--- src/rtl/riscv_multicycle_ctrl.sv ---
// ============================================================================
// riscv_multicycle_ctrl : multicycle RV32I control FSM with memory handshake,
//                         wait timeout, sticky trap and retired counter.
// Revision 1.0 - initial release
// ============================================================================
`default_nettype none

module riscv_multicycle_ctrl #(
  parameter int MEM_WAIT_EN  = 1,
  parameter int WAIT_TIMEOUT = 16,
  parameter int TRAP_EN      = 1,
  parameter int CNT_W        = 32
) (
  input  logic             clk,
  input  logic             rst_n,
  input  logic [6:0]       op,
  input  logic [2:0]       funct3,
  input  logic             branch_taken,
  input  logic             mem_ready,
  input  logic             trap_clear,
  output logic             mem_req,
  output logic             MemWrite,
  output logic             AdrSrc,
  output logic             IRWrite,
  output logic             PCWrite,
  output logic             RegWrite,
  output logic [1:0]       ALUSrcA,
  output logic [1:0]       ALUSrcB,
  output logic [1:0]       ALUOp,
  output logic [1:0]       ResultSrc,
  output logic [2:0]       BranchType,
  output logic [2:0]       LoadType,
  output logic [3:0]       state,
  output logic             illegal,
  output logic             trap,
  output logic             retire,
  output logic [CNT_W-1:0] retired
);

  localparam logic [3:0] c_FETCH    = 4'd0;
  localparam logic [3:0] c_DECODE   = 4'd1;
  localparam logic [3:0] c_MEMADR   = 4'd2;
  localparam logic [3:0] c_MEMREAD  = 4'd3;
  localparam logic [3:0] c_MEMWB    = 4'd4;
  localparam logic [3:0] c_MEMWRITE = 4'd5;
  localparam logic [3:0] c_EXECR    = 4'd6;
  localparam logic [3:0] c_EXECI    = 4'd7;
  localparam logic [3:0] c_ALUWB    = 4'd8;
  localparam logic [3:0] c_BRANCH   = 4'd9;
  localparam logic [3:0] c_JAL      = 4'd10;
  localparam logic [3:0] c_JALR     = 4'd11;
  localparam logic [3:0] c_LUI      = 4'd12;
  localparam logic [3:0] c_AUIPC    = 4'd13;
  localparam logic [3:0] c_TRAP     = 4'd14;

  localparam logic [6:0] c_OP_LOAD  = 7'b0000011;
  localparam logic [6:0] c_OP_STORE = 7'b0100011;
  localparam logic [6:0] c_OP_R     = 7'b0110011;
  localparam logic [6:0] c_OP_I     = 7'b0010011;
  localparam logic [6:0] c_OP_BR    = 7'b1100011;
  localparam logic [6:0] c_OP_JAL   = 7'b1101111;
  localparam logic [6:0] c_OP_JALR  = 7'b1100111;
  localparam logic [6:0] c_OP_LUI   = 7'b0110111;
  localparam logic [6:0] c_OP_AUIPC = 7'b0010111;

  localparam int             c_WCW     = (WAIT_TIMEOUT > 1) ? $clog2(WAIT_TIMEOUT + 1) : 1;
  localparam logic [c_WCW-1:0] c_TIMEOUT = c_WCW'(WAIT_TIMEOUT);
  localparam logic           c_TO_EN   = (TRAP_EN != 0) && (WAIT_TIMEOUT != 0);

  logic [3:0]       r_state;
  logic [3:0]       w_next;
  logic [c_WCW-1:0] r_wait_cnt;
  logic [c_WCW-1:0] w_cnt_inc;
  logic [2:0]       r_branch_type;
  logic [2:0]       r_load_type;
  logic [CNT_W-1:0] r_retired;
  logic             w_done;
  logic             w_mem_state;
  logic             w_timeout;
  logic             w_ill;
  logic [3:0]       w_dec_next;

  assign w_done      = (MEM_WAIT_EN != 0) ? mem_ready : 1'b1;
  assign w_mem_state = (r_state == c_FETCH) || (r_state == c_MEMREAD) || (r_state == c_MEMWRITE);
  assign w_cnt_inc   = r_wait_cnt + c_WCW'(1);
  // The cycle whose increment would hit the limit traps unless the access completes in it.
  assign w_timeout   = c_TO_EN && w_mem_state && !w_done && (w_cnt_inc == c_TIMEOUT);

  always_comb begin
    w_ill      = 1'b0;
    w_dec_next = c_FETCH;
    case (op)
      c_OP_LOAD: begin
        w_dec_next = c_MEMADR;
        w_ill      = (funct3 == 3'b011) || (funct3 == 3'b110) || (funct3 == 3'b111);
      end
      c_OP_STORE: begin
        w_dec_next = c_MEMADR;
        w_ill      = (funct3 > 3'b010);
      end
      c_OP_R:     w_dec_next = c_EXECR;
      c_OP_I:     w_dec_next = c_EXECI;
      c_OP_BR: begin
        w_dec_next = c_BRANCH;
        w_ill      = (funct3 == 3'b010) || (funct3 == 3'b011);
      end
      c_OP_JAL:   w_dec_next = c_JAL;
      c_OP_JALR: begin
        w_dec_next = c_JALR;
        w_ill      = (funct3 != 3'b000);
      end
      c_OP_LUI:   w_dec_next = c_LUI;
      c_OP_AUIPC: w_dec_next = c_AUIPC;
      default:    w_ill = 1'b1;
    endcase
  end

  always_comb begin
    w_next = r_state;
    case (r_state)
      c_FETCH:    w_next = w_done ? c_DECODE : (w_timeout ? c_TRAP : c_FETCH);
      c_DECODE:   w_next = w_ill ? ((TRAP_EN != 0) ? c_TRAP : c_FETCH) : w_dec_next;
      c_MEMADR:   w_next = (op == c_OP_LOAD) ? c_MEMREAD : c_MEMWRITE;
      c_MEMREAD:  w_next = w_done ? c_MEMWB : (w_timeout ? c_TRAP : c_MEMREAD);
      c_MEMWB:    w_next = c_FETCH;
      c_MEMWRITE: w_next = w_done ? c_FETCH : (w_timeout ? c_TRAP : c_MEMWRITE);
      c_EXECR:    w_next = c_ALUWB;
      c_EXECI:    w_next = c_ALUWB;
      c_ALUWB:    w_next = c_FETCH;
      c_BRANCH:   w_next = c_FETCH;
      c_JAL:      w_next = c_ALUWB;
      c_JALR:     w_next = c_JAL;
      c_LUI:      w_next = c_ALUWB;
      c_AUIPC:    w_next = c_ALUWB;
      c_TRAP:     w_next = trap_clear ? c_FETCH : c_TRAP;
      default:    w_next = c_FETCH;
    endcase
  end

  always_ff @(posedge clk or negedge rst_n) begin
    if (!rst_n) begin
      r_state       <= c_FETCH;
      r_wait_cnt    <= '0;
      r_branch_type <= 3'b000;
      r_load_type   <= 3'b000;
      r_retired     <= '0;
    end else begin
      r_state <= w_next;
      if (r_state != w_next) begin
        r_wait_cnt <= '0;
      end else if (w_mem_state && !w_done && (r_wait_cnt != '1)) begin
        r_wait_cnt <= w_cnt_inc;
      end
      if (r_state == c_DECODE) begin
        if (op == c_OP_BR) begin
          r_branch_type <= funct3;
        end
        if ((op == c_OP_LOAD) || (op == c_OP_STORE)) begin
          r_load_type <= funct3;
        end
      end
      if (retire) begin
        r_retired <= r_retired + CNT_W'(1);
      end
    end
  end

  always_comb begin
    mem_req   = 1'b0;
    MemWrite  = 1'b0;
    AdrSrc    = 1'b0;
    IRWrite   = 1'b0;
    PCWrite   = 1'b0;
    RegWrite  = 1'b0;
    ALUSrcA   = 2'b00;
    ALUSrcB   = 2'b00;
    ALUOp     = 2'b00;
    ResultSrc = 2'b00;
    illegal   = 1'b0;
    trap      = 1'b0;
    retire    = 1'b0;
    case (r_state)
      c_FETCH: begin
        mem_req   = 1'b1;
        ALUSrcB   = 2'b10;
        ResultSrc = 2'b10;
        IRWrite   = w_done;
        PCWrite   = w_done;
      end
      c_DECODE: begin
        ALUSrcA = 2'b01;
        ALUSrcB = 2'b01;
        illegal = w_ill;
        retire  = w_ill && (TRAP_EN == 0);
      end
      c_MEMADR: begin
        ALUSrcA = 2'b10;
        ALUSrcB = 2'b01;
      end
      c_MEMREAD: begin
        mem_req = 1'b1;
        AdrSrc  = 1'b1;
      end
      c_MEMWB: begin
        ResultSrc = 2'b01;
        RegWrite  = 1'b1;
        retire    = 1'b1;
      end
      c_MEMWRITE: begin
        mem_req  = 1'b1;
        MemWrite = 1'b1;
        AdrSrc   = 1'b1;
        retire   = w_done;
      end
      c_EXECR: begin
        ALUSrcA = 2'b10;
        ALUOp   = 2'b10;
      end
      c_EXECI: begin
        ALUSrcA = 2'b10;
        ALUSrcB = 2'b01;
        ALUOp   = 2'b10;
      end
      c_ALUWB: begin
        RegWrite = 1'b1;
        retire   = 1'b1;
      end
      c_BRANCH: begin
        ALUSrcA = 2'b10;
        ALUOp   = 2'b01;
        PCWrite = branch_taken;
        retire  = 1'b1;
      end
      c_JAL: begin
        ALUSrcA = 2'b01;
        ALUSrcB = 2'b10;
        PCWrite = 1'b1;
      end
      c_JALR: begin
        ALUSrcA = 2'b10;
        ALUSrcB = 2'b01;
      end
      c_LUI: begin
        ALUSrcA = 2'b11;
        ALUSrcB = 2'b01;
      end
      c_AUIPC: begin
        ALUSrcA = 2'b01;
        ALUSrcB = 2'b01;
      end
      c_TRAP:  trap = 1'b1;
      default: ;
    endcase
  end

  assign state      = r_state;
  assign BranchType = r_branch_type;
  assign LoadType   = r_load_type;
  assign retired    = r_retired;

endmodule

`default_nettype wire
--- config.mk ---
export PLATFORM = sky130hd
export DESIGN_NAME = riscv_multicycle_ctrl
export DESIGN_NICKNAME = d
export VERILOG_FILES = /design/src/rtl/riscv_multicycle_ctrl.sv
export SDC_FILE = /design/constraint.sdc
export NUM_CORES = 1
export LEC_CHECK = 0
export ABC_AREA = 1
export CAP_MARGIN = 20
export CORE_ASPECT_RATIO = 1.25
export CORE_MARGIN = 2
export CORE_UTILIZATION = 46
export CTS_CLUSTER_DIAMETER = 150
export DETAILED_ROUTE_END_ITERATION = 16
export PLACE_DENSITY_LB_ADDON = 0.08
export SYNTH_ARGS = -nofsm -noshare
export SYNTH_HDL_FRONTEND = slang
export SYNTH_SLANG_ARGS = --single-unit
--- constraint.sdc ---
create_clock -name clk -period 2 [get_ports clk]
set_clock_uncertainty 0.15 [all_clocks]
set_input_delay 0.3 -clock clk [delete_from_list [all_inputs] [get_ports clk]]
set_output_delay 0.3 -clock clk [all_outputs]
set_load 0.1 [all_outputs]
==> flow_results.org, run 1 <==
** Synth
- Per-instance average area after synthesis :: 7.270 um^2
- Area share of the largest cell type after synthesis :: 37.36%
- In this run, distinct cell masters in the synthesized netlist total 36.
- Summing every instance area after synthesis gives 0.003148 mm^2.
- The most common cell in the synthesized netlist is sky130_fd_sc_hd__nand2_1.
- YS warnings :: 0
- Among all flip-flop cells after synthesis, the most frequent one is sky130_fd_sc_hd__dfrtp_1.
- Sequential cells were found to cover 37.36% of the synthesized design area.
- Synthesis inferred 47 register bits.
- In the synthesized netlist the async set-or-reset flop fraction comes to 100.0%.
- By area the synthesized netlist is led by sky130_fd_sc_hd__dfrtp_1 37%, sky130_fd_sc_hd__nand2_1 13%, sky130_fd_sc_hd__xor2_1 7.5%.
- The cell count after synthesis came out at 433.
- Number of synthesized flops with an enable pin :: 0
- Counting every net in the synthesized netlist gives 452.
- Top post-synthesis cells by count :: 111 x sky130_fd_sc_hd__nand2_1, 54 x sky130_fd_sc_hd__inv_1, 47 x sky130_fd_sc_hd__dfrtp_1
- Cell accounting for the most synthesized area :: sky130_fd_sc_hd__dfrtp_1

** Place
- Weighted congestion reported at the end of routability-driven placement :: 0.9682
- Number of port buffers :: 73
- Placed cells :: 675
- Total cell area at the placement stage :: 0.005225 mm^2
- The wire-length estimate of the detail-placed layout is 8.056 mm.

** Floorplanning
- For this configuration, the core starts out at a cell density of 47.65%.
- Row count :: 33
- In this run the horizontal extent of the chip is 77.99 um.
- Pin placement for this block handled 74 I/O pins.
- From bottom edge to top edge, the die measures 96.49 um.

** Clock tree
- The longest clock path from root to sink contains 2 buffers.
- CTS Root Cell :: sky130_fd_sc_hd__clkbuf_8
- The H-tree was split into 2 levels.
- Number of CTS-inserted buffers :: 5
- The clock net in this run drives a total of 47 sinks.

** Status
- The first error in the log reads "[ERROR GRT-0232] Routing congestion too high. Check the congestion heatmap in the GUI".
- It got as far as global routing and failed there.
- Status :: stopped before the end

** Global route
- Entering global routing, the biggest net connects 19 pins.
- Total global routing overflow :: 449
- Global routing used 87.81% of the available tracks.

** STA
- GRT repair_timing worst endpoint :: r_wait_cnt[1]$_DFFE_PN0P_/D
- Worst endpoint kind after the last repair :: register input
-- per-layer routing --
layer | GRT usage (%) | overflow
met1 | 80.08 | 3
met2 | 119.3 | 309
met3 | 56.51 | 5
met4 | 109.6 | 132
met5 | 1.429 | 0
-- stage by stage --
step           util, %  worst slack (ps)
4_1_cts          91.27            -336.5
3_5_place_dp     79.09            -541.7
3_3_place_gp     79.09            -354.0
2_1_floorplan        -            -753.9
-- what timing repair did --
action                                 CTS
resized for setup                      109
endpoints found under the hold margin   16
gates cloned                             1
setup endpoints to repair               26
hold buffers                             1
pin swaps                               39
setup buffers                           37
-- cells by family after synthesis --
family / share of synthesized area (%)
fa+ha+maj: 1.590
compound gates: 5.644
simple gates: 37.96
buf+inv: 7.472
mux: 1.351
xor+xnor: 8.625
flops: 37.36
==> run 2, diff against run 1 <==
--- a/config.mk
+++ b/config.mk
@@ -7,12 +7,10 @@
 export LEC_CHECK = 0
 export ABC_AREA = 1
 export CAP_MARGIN = 20
-export CORE_ASPECT_RATIO = 1.25
 export CORE_MARGIN = 2
-export CORE_UTILIZATION = 46
-export CTS_CLUSTER_DIAMETER = 150
+export CORE_UTILIZATION = 40
 export DETAILED_ROUTE_END_ITERATION = 16
-export PLACE_DENSITY_LB_ADDON = 0.08
+export PLACE_DENSITY_LB_ADDON = 0.15
 export SYNTH_ARGS = -nofsm -noshare
 export SYNTH_HDL_FRONTEND = slang
 export SYNTH_SLANG_ARGS = --single-unit
==> constraint.sdc (replaced) <==
create_clock -name clk -period 2.6 [get_ports clk]
set_clock_uncertainty 0.15 [all_clocks]
set_input_delay 0.39 -clock clk [delete_from_list [all_inputs] [get_ports clk]]
set_output_delay 0.39 -clock clk [all_outputs]
set_load 0.1 [all_outputs]
==> flow_results.org, run 2 <==
** Critical path
- Data on the critical path arrives at its endpoint at 1930 ps.
- Crit path max-delay family :: flip-flops
- Required time at the endpoint of the critical path :: 2060 ps
- The largest individual stage delay along the critical path comes from the cell sky130_fd_sc_hd__dfrtp_4.
- Critical Path, Cell by Cell :: nand2_1, nor2_4, a21oi_2, nand2_8, buf_4, buf_12
- For this run, the slowest stage of the critical path takes 540 ps.
- Reg-to-reg setup timing slack :: 210 ps
- Critical path startpoint category :: flop
- STA classifies the critical path endpoint as an output port.
- In this run the worst path has a maximum fanout of 24.
- Crit path buf inv count :: 2
- Kind of critical path :: flop to output port

** Power and ir drop
- The internal power of the cells totals 0.001944 W.
- Fraction of power spent switching nets :: 60.56%
- Registers are responsible for 20.8% of the overall power.
- The worst-case IR drop observed on VDD is 0.6310 mV.
- Combinational share of power :: 69.7%
- Power per cell area :: 1166 mW/mm^2
- Power comes to 0.004928 W.
- Clock network fraction of total power :: 9.6%
- In this run the static leakage power is 2.057 nW.
- Summed over all nets, the switching power comes to 0.002985 W.

** Cells and area
- Final std cell area, no fill :: 0.004227 mm^2
- Total Nets Final :: 537
- Fraction of final layout cells sized beyond drive strength 1 :: 23.12%
- Measured on the finished design, the core utilization comes to 54.98%.
- Area growth from synthesis to layout :: 34.26%
- Leaving out fill and tap cells, the most frequent cells in the layout are 109 x sky130_fd_sc_hd__nand2_1, 57 x sky130_fd_sc_hd__buf_4, 52 x sky130_fd_sc_hd__inv_1, 43 x sky130_fd_sc_hd__dfrtp_1, 38 x sky130_fd_sc_hd__nor2_1.
- Final antenna diode count :: 0
- The register with the most flip-flops in the layout has 32 of them.
- Commonest non-fill, non-tap cell in the layout :: sky130_fd_sc_hd__nand2_1

** Floorplanning
- Die width :: 92.72 um
- For this design the top-level I/O count stands at 74.
- Die Outline Area :: 0.008596 mm^2
- Row generation in the floorplan step produced 32 rows.
- The die is 92.72 um tall.
- Once the floorplan was initialized, standard cells occupied 40.95% of the core.
- In this run the standard cell core region covers 0.007687 mm^2.

** Synth
- Sequential cells were found to cover 37.36% of the synthesized design area.
- Per-instance average area after synthesis :: 7.270 um^2
- Most common flop cell mapped by yosys :: sky130_fd_sc_hd__dfrtp_1
- Most instantiated library cell after synthesis :: sky130_fd_sc_hd__nand2_1
- After synthesis, the largest family of logic cells by area is simple AND/OR/NAND/NOR gates.
- Share of flip-flops with an asynchronous set or reset after synthesis :: 100.0%
- Area share of the largest cell type after synthesis :: 37.36%
- Simple-gate share of the synthesized area :: 37.96%
- Top post-synthesis cells by count :: 111 x sky130_fd_sc_hd__nand2_1, 54 x sky130_fd_sc_hd__inv_1, 47 x sky130_fd_sc_hd__dfrtp_1
- Post-synthesis adder-cell area fraction :: 1.590%
- Mux cell area share after synthesis :: 1.351%
- Cell types occupying the most area after synthesis :: sky130_fd_sc_hd__dfrtp_1 37%, sky130_fd_sc_hd__nand2_1 13%, sky130_fd_sc_hd__xor2_1 7.5%
- The synthesized netlist devotes 5.644% of its cell area to compound gates.
- Instance count of the mapped netlist :: 433
- Post-Synthesis Net Count :: 452
- In this run, distinct cell masters in the synthesized netlist total 36.
- Number of register bits inferred by synthesis :: 47
- YS warnings :: 0
- Yosys mapped a number of flops with a built-in enable equal to 0.
- Post-synthesis cell area :: 0.003148 mm^2
- Of all cell types, the one taking the most synthesized area is sky130_fd_sc_hd__dfrtp_1.
- Parity-gate share of the synthesized area counting xor and xnor cells :: 8.625%

** Clock tree
- CTS Root Cell :: sky130_fd_sc_hd__clkbuf_8
- TritonCTS built the clock tree.
- Setup Fix Bufs, Post-CTS :: 0
- Number of H-tree levels :: 2
- Clock transition at path regs :: 90 ps
- The clock passes through at most 2 buffers.
- Clock tree synthesis found a total of 47 sinks.
- The clock reaches the later pin of the worst-skew pair after 300 ps.
- TritonCTS created 5 clock buffers.

** Status
- The run finished with clean final reports.

** STA
- For the pin with the worst max-slew slack, the measured transition is 574.4 ps.
- Summed over all failing endpoints, the final setup total negative slack is 0 ps.
- Setup violations remaining at the end of the flow were counted as 0.
- Derived from the worst setup path, the maximum achievable clock frequency is 0.4056 GHz.
- The number of failing hold endpoints at the final stage came to 0.
- Final worst hold slack :: 361.8 ps
- Worst slew margin relative to its limit :: 61.39%
- After layout, the worst path uses 94.84% of the clock period.
- Subtracting the final worst setup slack from the clock period gives 2466 ps.
- The number of max-slew violations in the final report is 0.

** Global route
- Global routing usage on met2 :: 36.37%
- The first global-routing pass estimated 14.03 mm of wire.
- Total global routing overflow :: 0
- The global routing stage identified its most utilized layer as met2.
- Pin count of the biggest net entering global routing :: 25
- Global routing used 2.766% of the available met3 tracks.
- The via count of the first global-routing pass was 3058.
- The initial antenna violation count came to 0.
- In the global route stage, overall resource usage came out at 20.07%.
- Fraction of met1 tracks used by global routing :: 24.83%

** Run
- Max-Cap Viols :: 0

** Route
- For this block, the initial DRC count from the detailed router was 84.
- Routed WL per cell :: 13.39 um
- After detailed routing, the total wire length is 8.314 mm.
- Detailed-routing iteration count for the pre-antenna-repair pass :: 4
- The routed layout has 3103 vias.
- In this run the remaining antenna-violating nets after routing total 0.
- Count of unresolved DRC violations after routing :: 0
- Detailed-route vias per instance :: 4.997

** Place
- The congestion estimate from routability-driven global placement came to 0.9053.
- Number of port buffers :: 73
- Detailed Place HPWL :: 6.853 mm
- Total cell area at the placement stage :: 0.004099 mm^2

** Worst hold path
- Worst Hold Class :: flop to flop
run 2: cell counts after synthesis:
No cell type changed its count.
run 2: layout make-up:
class / count / area (um^2)
Clock buffer: 6 / 82.58
Clock inverter: 2 / 16.27
Fill cell: 733 / 3461
Inverter: 58 / 225.2
Multi-Input combinational cell: 325 / 1826
Sequential cell: 47 / 1191
Tap cell: 102 / 127.6
Timing Repair Buffer: 81 / 758.2
run 2: logic make-up (layout without fill, tap and decap cells):
family,Yosys count,in the layout
AOI/OAI and AO/OA,31,31
muxes,4,4
xor gates and xnor gates,31,31
buffers and inverters,61,147
DFF,47,47
and+or+nand+nor,255,255
adders and majority gates,4,4
run 2: metrics by stage:
step           std cells  setup slack (ps)
2_1_floorplan        433            -218.7
3_3_place_gp         612             104.7
3_5_place_dp         612             32.36
4_1_cts              621             42.21
5_1_grt              621           -0.6108
6_report             621             134.2
run 2: metal layers:
metal	up-vias	part of all wire (%)
met5	-	0
met4	0	2.1
met3	14	3.8
met2	73	50
met1	1443	44
li1	1573	-
run 2: worst paths after layout:
check                              startpoint       endpoint  depth (start not counted)
worst max-delay path                 state[2]         retire                          6
worst min-delay path            BranchType[1]  BranchType[1]                          2
worst max register to register  r_wait_cnt[0]  r_wait_cnt[0]                         14
worst min register to register  BranchType[1]  BranchType[1]                          2
max in group asynchronous               rst_n    retired[11]                          3
min in group asynchronous               rst_n    LoadType[2]                          2
run 2: repair_timing:
| action | in CTS | in global routing |
|---|---|---|
| endpoints found under the setup margin | 0 | 6 |
| hold buffers | 1 | 0 |
| endpoints found under the hold margin | 22 | 0 |
| gates resized for setup | 0 | 6 |
run 2: worst min-delay path, delay by kind of cell (launching register included):
kind	cells	cell delay, ps
flops	1	370
simple gates	1	50
compound gates	1	60
run 2: power groups by stage:
stage          logic, W  registers, W  clock network, W
6_report        0.00343       0.00102          0.000472
5_1_grt         0.00360       0.00105          0.000513
4_1_cts         0.00345       0.00102          0.000488
3_5_place_dp    0.00344       0.00104                 0
3_3_place_gp    0.00341       0.00104                 0
2_1_floorplan   0.00185       0.00172                 0
(Power assumes the default switching activity.)
==> run 3, diff against run 2 <==
--- a/config.mk
+++ b/config.mk
@@ -9,6 +9,7 @@
 export CAP_MARGIN = 20
 export CORE_MARGIN = 2
 export CORE_UTILIZATION = 40
+export CTS_CLUSTER_SIZE = 30
 export DETAILED_ROUTE_END_ITERATION = 16
 export PLACE_DENSITY_LB_ADDON = 0.15
 export SYNTH_ARGS = -nofsm -noshare
==> results of run 3 <==
No change in the layout: final DEF, timing and power equal those of run 2.
